File: src/rtl/hazard_scoreboard.sv
// Per-register in-flight producer scoreboard: detects RAW hazards, selects forwarding age, drives stall/flush.
// Optional macro HAZARD_SB_STATS_EN enables the cumulative stall_cnt counter (tied to 0 otherwise).
module hazard_scoreboard #(
    parameter int NREG    = 32,
    parameter int DEPTH   = 3,
    parameter int MAX_LAT = 3,
    localparam int RW     = $clog2(NREG),
    localparam int AW     = $clog2(DEPTH + 1),
    localparam int LW     = $clog2(MAX_LAT + 1)
) (
    input  logic          clk,
    input  logic          rst,
    input  logic          issue_ID,
    input  logic          rdwr_ID,
    input  logic [RW-1:0] rd_ID,
    input  logic [LW-1:0] lat_ID,
    input  logic          rs1use_ID,
    input  logic          rs2use_ID,
    input  logic [RW-1:0] rs1_ID,
    input  logic [RW-1:0] rs2_ID,
    input  logic          Branch_ID,
    output logic          PC_EN_IF,
    output logic          reg_FD_stall,
    output logic          reg_FD_flush,
    output logic          reg_DE_flush,
    output logic [AW-1:0] forward_ctrl_A,
    output logic [AW-1:0] forward_ctrl_B,
    output logic [31:0]   stall_cnt
);

    localparam int CW = (AW > LW) ? AW : LW;

    logic          valid_q [NREG];
    logic          valid_d [NREG];
    logic [AW-1:0] age_q   [NREG];
    logic [AW-1:0] age_d   [NREG];
    logic [LW-1:0] lat_q   [NREG];
    logic [LW-1:0] lat_d   [NREG];

    logic          stall;
    logic          issue_fire;

    logic [RW-1:0] src_reg [2];
    logic          src_use [2];
    logic          src_haz [2];
    logic [AW-1:0] src_fwd [2];

    assign issue_fire = issue_ID & ~stall;

    // Entry 0 never tracks anything: x0 reads always come from the register file.
    assign valid_d[0] = 1'b0;
    assign age_d[0]   = '0;
    assign lat_d[0]   = '0;

    generate
        for (genvar gi = 1; gi < NREG; gi++) begin : g_entry
            logic load;
            logic expire;

            // A fresh issue to this register overrides aging: youngest producer wins.
            assign load         = issue_fire & rdwr_ID & (rd_ID == RW'(gi));
            assign expire       = valid_q[gi] & (age_q[gi] == AW'(DEPTH));
            assign valid_d[gi]  = load | (valid_q[gi] & ~expire);
            assign age_d[gi]    = load ? AW'(1)
                                : (valid_q[gi] & ~expire) ? age_q[gi] + AW'(1)
                                : '0;
            assign lat_d[gi]    = load ? lat_ID : (valid_d[gi] ? lat_q[gi] : '0);
        end
    endgenerate

    assign src_reg[0] = rs1_ID;
    assign src_reg[1] = rs2_ID;
    assign src_use[0] = rs1use_ID;
    assign src_use[1] = rs2use_ID;

    generate
        for (genvar gi = 0; gi < 2; gi++) begin : g_src
            logic live;
            logic early;

            // Uses the pre-issue state, so an ID instruction never forwards from itself.
            assign live        = src_use[gi] & (src_reg[gi] != '0) & valid_q[src_reg[gi]];
            assign early       = CW'(age_q[src_reg[gi]]) < CW'(lat_q[src_reg[gi]]);
            assign src_haz[gi] = live & early;
            assign src_fwd[gi] = (live & ~early) ? age_q[src_reg[gi]] : '0;
        end
    endgenerate

    assign stall          = src_haz[0] | src_haz[1];
    assign PC_EN_IF       = ~stall;
    assign reg_FD_stall   = stall;
    assign reg_DE_flush   = stall;
    assign reg_FD_flush   = Branch_ID & ~stall;
    assign forward_ctrl_A = src_fwd[0];
    assign forward_ctrl_B = src_fwd[1];

    always_ff @(posedge clk) begin
        if (rst) begin
            for (int i = 0; i < NREG; i++) begin
                valid_q[i] <= 1'b0;
                age_q[i]   <= '0;
                lat_q[i]   <= '0;
            end
        end else begin
            for (int i = 0; i < NREG; i++) begin
                valid_q[i] <= valid_d[i];
                age_q[i]   <= age_d[i];
                lat_q[i]   <= lat_d[i];
            end
        end
    end

`ifdef HAZARD_SB_STATS_EN
    logic [31:0] stall_cnt_q;
    logic [31:0] stall_cnt_d;

    assign stall_cnt_d = stall ? stall_cnt_q + 32'd1 : stall_cnt_q;

    always_ff @(posedge clk) begin
        if (rst) begin
            stall_cnt_q <= '0;
        end else begin
            stall_cnt_q <= stall_cnt_d;
        end
    end

    assign stall_cnt = stall_cnt_q;
`else
    assign stall_cnt = 32'd0;
`endif

endmodule

File: config.mk
export PLATFORM = sky130hd
export DESIGN_NAME = hazard_scoreboard
export DESIGN_NICKNAME = d
export VERILOG_FILES = /design/src/rtl/hazard_scoreboard.sv
export SDC_FILE = /design/constraint.sdc
export NUM_CORES = 1
export LEC_CHECK = 0
export BUFFER_PORTS_ARGS = -buffer_cell sky130_fd_sc_hd__buf_2
export CORE_MARGIN = 2
export CORE_UTILIZATION = 35
export CTS_BUF_LIST = sky130_fd_sc_hd__clkbuf_8
export CTS_CLUSTER_DIAMETER = 100
export CTS_CLUSTER_SIZE = 12
export DETAILED_ROUTE_END_ITERATION = 10
export PLACE_DENSITY = 0.6
export SLEW_MARGIN = 25
export SYNTH_ARGS = -nofsm -noshare
export SYNTH_HDL_FRONTEND = slang
export SYNTH_SLANG_ARGS = --single-unit
export TNS_END_PERCENT = 30
File: constraint.sdc
create_clock -name clk -period 4.9 [get_ports clk]
set_input_delay 0.49 -clock clk [delete_from_list [all_inputs] [get_ports clk]]
set_output_delay 0.49 -clock clk [all_outputs]
set_load 0.005 [all_outputs]
==> impl_metrics.yaml <==
critical_path:
  criticalPathCategory: "in2out"
  cp_max_fo: 20
  arrival_ns: 4.15
  critPathMaxStageDelay_ns: 0.58
  path_cells: "buf_2, buf_12, mux4_2, mux4_2, mux2_2, ha_1, and4_1, nor4_2, o211ai_2, o21ai_4, buf_12, nor2_1, buf_2"
  end_kind: "output pin"
  cpMaxStageDelayCell: "mux4_2"
  worst_ep_required_time_ns: 4.41
  critPathLaunchType: "primary input"
die:
  dieArea_um2: 29190
  io_pins: 64
  rows: 61
  fp.dieH_um: 170.9
  die_w_um: 170.9
  start_util: 0.3527
  core_area_um2: 27630
pwr:
  p_int_mw: 1.911
  p_leak_nw: 4.063
  p_seq_frac: 0.513
  p_clk_frac: 0.376
  peakVddDrop_mv: 0.1485
  p_per_area_nw_per_um2: 251.4
  netSwitchingFraction: 0.2750
  power.total_mw: 2.636
  p_switching_mw: 0.7247
  p_comb_frac: 0.111
detailed_routing:
  drc: 0
  first_iter_violations: 819
  vias_per_cell: 5.990
  vias: 7607
  ant_nets: 0
  firstDrtPassIters: 5
  drt_wl_total_mm: 31.29
  wl_per_cell_um: 24.64
clocking:
  cts-root-buf: "clkbuf_8"
  post_cts_buffers: 0
  clk_pin_slew_ns: 0.08
  htree_num_levels: 4
  cts_tree: "built"
  clock-sinks: 156
  clk_path_buf_depth: 2
  cts_hold_buffers: 0
  clock_latency_ns: 0.48
  cts_made_buffers: 17
  cts_resized: 0
cells_and_area:
  finalNetCount: 935
  syn2layout_area_growth_pct: 7.589
  fin_util: 0.3794
  drive_above_1_share: 0.2245
  design_area_um2: 10480
  fillCellCount: 2733
grt:
  grt_first_pass_wirelength_mm: 46.83
  antenna_found_initial: 1
  overflow: 0
  grt_max_degree: 53
  grt_usage: 0.2206
  grt_pass1_vias: 7392
sta:
  finalClockSkew_ns: 0.01627
  setup_tns_ns: 0
  worst_pin_slew_ns: 1.161
  period_needed_ns: 4.640
  finalHoldViolations: 0
  finalCritPeriodShare: 0.9469
  setup_viol: 0
  rsz0062_at_grt: "no"
  slew_violations: 0
  clock.fmax_ghz: 0.2155
  slew_headroom: 0.2245
yosys:
  ys_warn_count: 0
  synthDominantCellAreaShare: 0.1931
  postSynth.asyncResetShare: 0
  synth_area_leaders: "dfxtp_1, edfxtp_1, mux4_2"
  synthDistinctLibCells: 63
  synth_edf_count: 62
  syn_avg_cell_area_um2: 11.09
  ys.flop_type: "dfxtp_1"
  syn_area_um2: 9744
  synth_top_area_cell: "dfxtp_1"
  postSynthCellCount: 879
  ys_seq_area_frac: 0.3842
  synth-seq-cells: 156
place:
  gp_congestion: 1.034
  place_hpwl_mm: 23.23
  placed_area_um2: 10090
  portBuffers: 31
min_path:
  hp-class: "in2reg"
status:
  outcome: "complete, no violations"
job:
  cap_violations: 0
layout make-up:
cell class / instances / area (um2) / share of cell area
multi-input cells: 623 / 5360 / 0.5113
diodes: 1 / 2.502 / 0.0002387
clock inverters: 13 / 125.1 / 0.01193
inverters: 22 / 82.58 / 0.007877
repair buffers: 58 / 435.4 / 0.04153
well taps: 378 / 473.0 / 0.04511
flip-flops and latches: 156 / 3744 / 0.3571
clock buffers: 19 / 261.5 / 0.02494
worst max-delay path: cells and delay by family:
family          cells  cell delay [ns]
mux                 3             1.36
compound gates      2             0.48
simple gates        3             0.63
buf+inv             4             0.78
fa+ha+maj           1             0.36
cells by family after synthesis:
group,Yosys count,synth area share
DFF,156,0.3842
muxes,112,0.2036
buffers and inverters,132,0.07884
and+or+nand+nor,280,0.1636
other,1,0.0003848
adders and majority gates,33,0.04237
AOI/OAI and AO/OA,165,0.1270
worst paths after layout:
kind / startpoint / endpoint / slack, ns / cells past startpoint
hold / removal: rd_ID[1] / lat_q[31][1] / 0.47 / 3
hold reg to reg: age_q[6][0] / age_q[6][0] / 0.50 / 1
setup / recovery: rs1_ID[0] / reg_FD_flush / 0.26 / 13
setup reg to reg: age_q[7][1] / lat_q[7][1] / 0.86 / 11
per-layer routing:
| layer | vias to the layer above | track usage | share of wire |
|---|---|---|---|
| met1 | 3698 | 0.2786 | 0.40 |
| met2 | 442 | 0.3440 | 0.45 |
| met3 | 98 | 0.05598 | 0.098 |
| met4 | 0 | 0.1256 | 0.057 |
| met5 | - | 0 | 0 |
| li1 | 3369 | - | - |
power groups by stage:
stage | clock (mW) | combinational [mW] | sequential [mW]
6_report | 0.990 | 0.294 | 1.35
5_1_grt | 1.05 | 0.309 | 1.35
4_1_cts | 0.993 | 0.287 | 1.35
3_5_place_dp | 0 | 0.286 | 1.38
3_3_place_gp | 0 | 0.286 | 1.38
2_1_floorplan | 0 | 0.215 | 1.38
placed cells by master, fill, tap and decap left out, types with 3 or more instances in the layout:
cell       count
a22oi_1        3
clkbuf_8      19
buf_2         30
inv_1         22
and3_1         9
a221oi_1       3
nand2b_1      17
o211a_1       15
nor4b_2       11
nand3_1        5
mux2i_1       25
mux2_2        20
buf_12         6
o2111ai_1      4
o32ai_1        8
or2_2          8
nor4_1        39
or4_1          3
o22ai_1       17
o21ai_0       34
conb_1        33
dfxtp_1       94
nor2b_1       14
a21oi_1       11
mux4_2        67
o221ai_1       3
a22o_1         5
edfxtp_1      62
and2_1        16
ha_1          33
or3_1          7
buf_4         21
o311a_1       15
nand2_1       67
o211ai_1       7
nor3b_1       15
clkinv_2       3
o31ai_1       24
nor3_1        15
nor2_1        44
synth_stat cells, types with 4 or more instances:
| master | instances |
|---|---|
| o32ai_1 | 8 |
| buf_6 | 10 |
| clkbuf_1 | 33 |
| o2111ai_1 | 4 |
| dfxtp_1 | 94 |
| mux4_2 | 67 |
| inv_1 | 20 |
| nor2b_1 | 14 |
| buf_2 | 20 |
| nor2_1 | 44 |
| or3_1 | 7 |
| o31ai_1 | 24 |
| o311a_1 | 15 |
| nand2b_1 | 17 |
| mux2_2 | 20 |
| o22ai_1 | 17 |
| nand3_1 | 5 |
| ha_1 | 33 |
| nor4_1 | 39 |
| or2_2 | 8 |
| and2_1 | 16 |
| nor4b_2 | 11 |
| o211ai_1 | 7 |
| o21ai_0 | 34 |
| nor3_1 | 15 |
| nand2_1 | 67 |
| a22o_1 | 5 |
| mux2i_1 | 25 |
| o211a_1 | 15 |
| edfxtp_1 | 62 |
| nor3b_1 | 15 |
| buf_4 | 43 |
| and3_1 | 9 |
| a21oi_1 | 11 |
state kept, by name (all words and copies together) (netlist names):
register,flops
age_q,62
lat_q,62
valid_q,32
metrics by stage:
step,setup slack (ns),cells,hold slack (ns)
2_1_floorplan,0.3652,911,0.4350
3_3_place_gp,0.1519,1237,0.4820
3_5_place_dp,0.07846,1237,0.4905
4_1_cts,0.09731,1269,0.4497
5_1_grt,0.08713,1269,0.4616
6_report,0.2602,1270,0.4670
(Power assumes the default switching activity.)
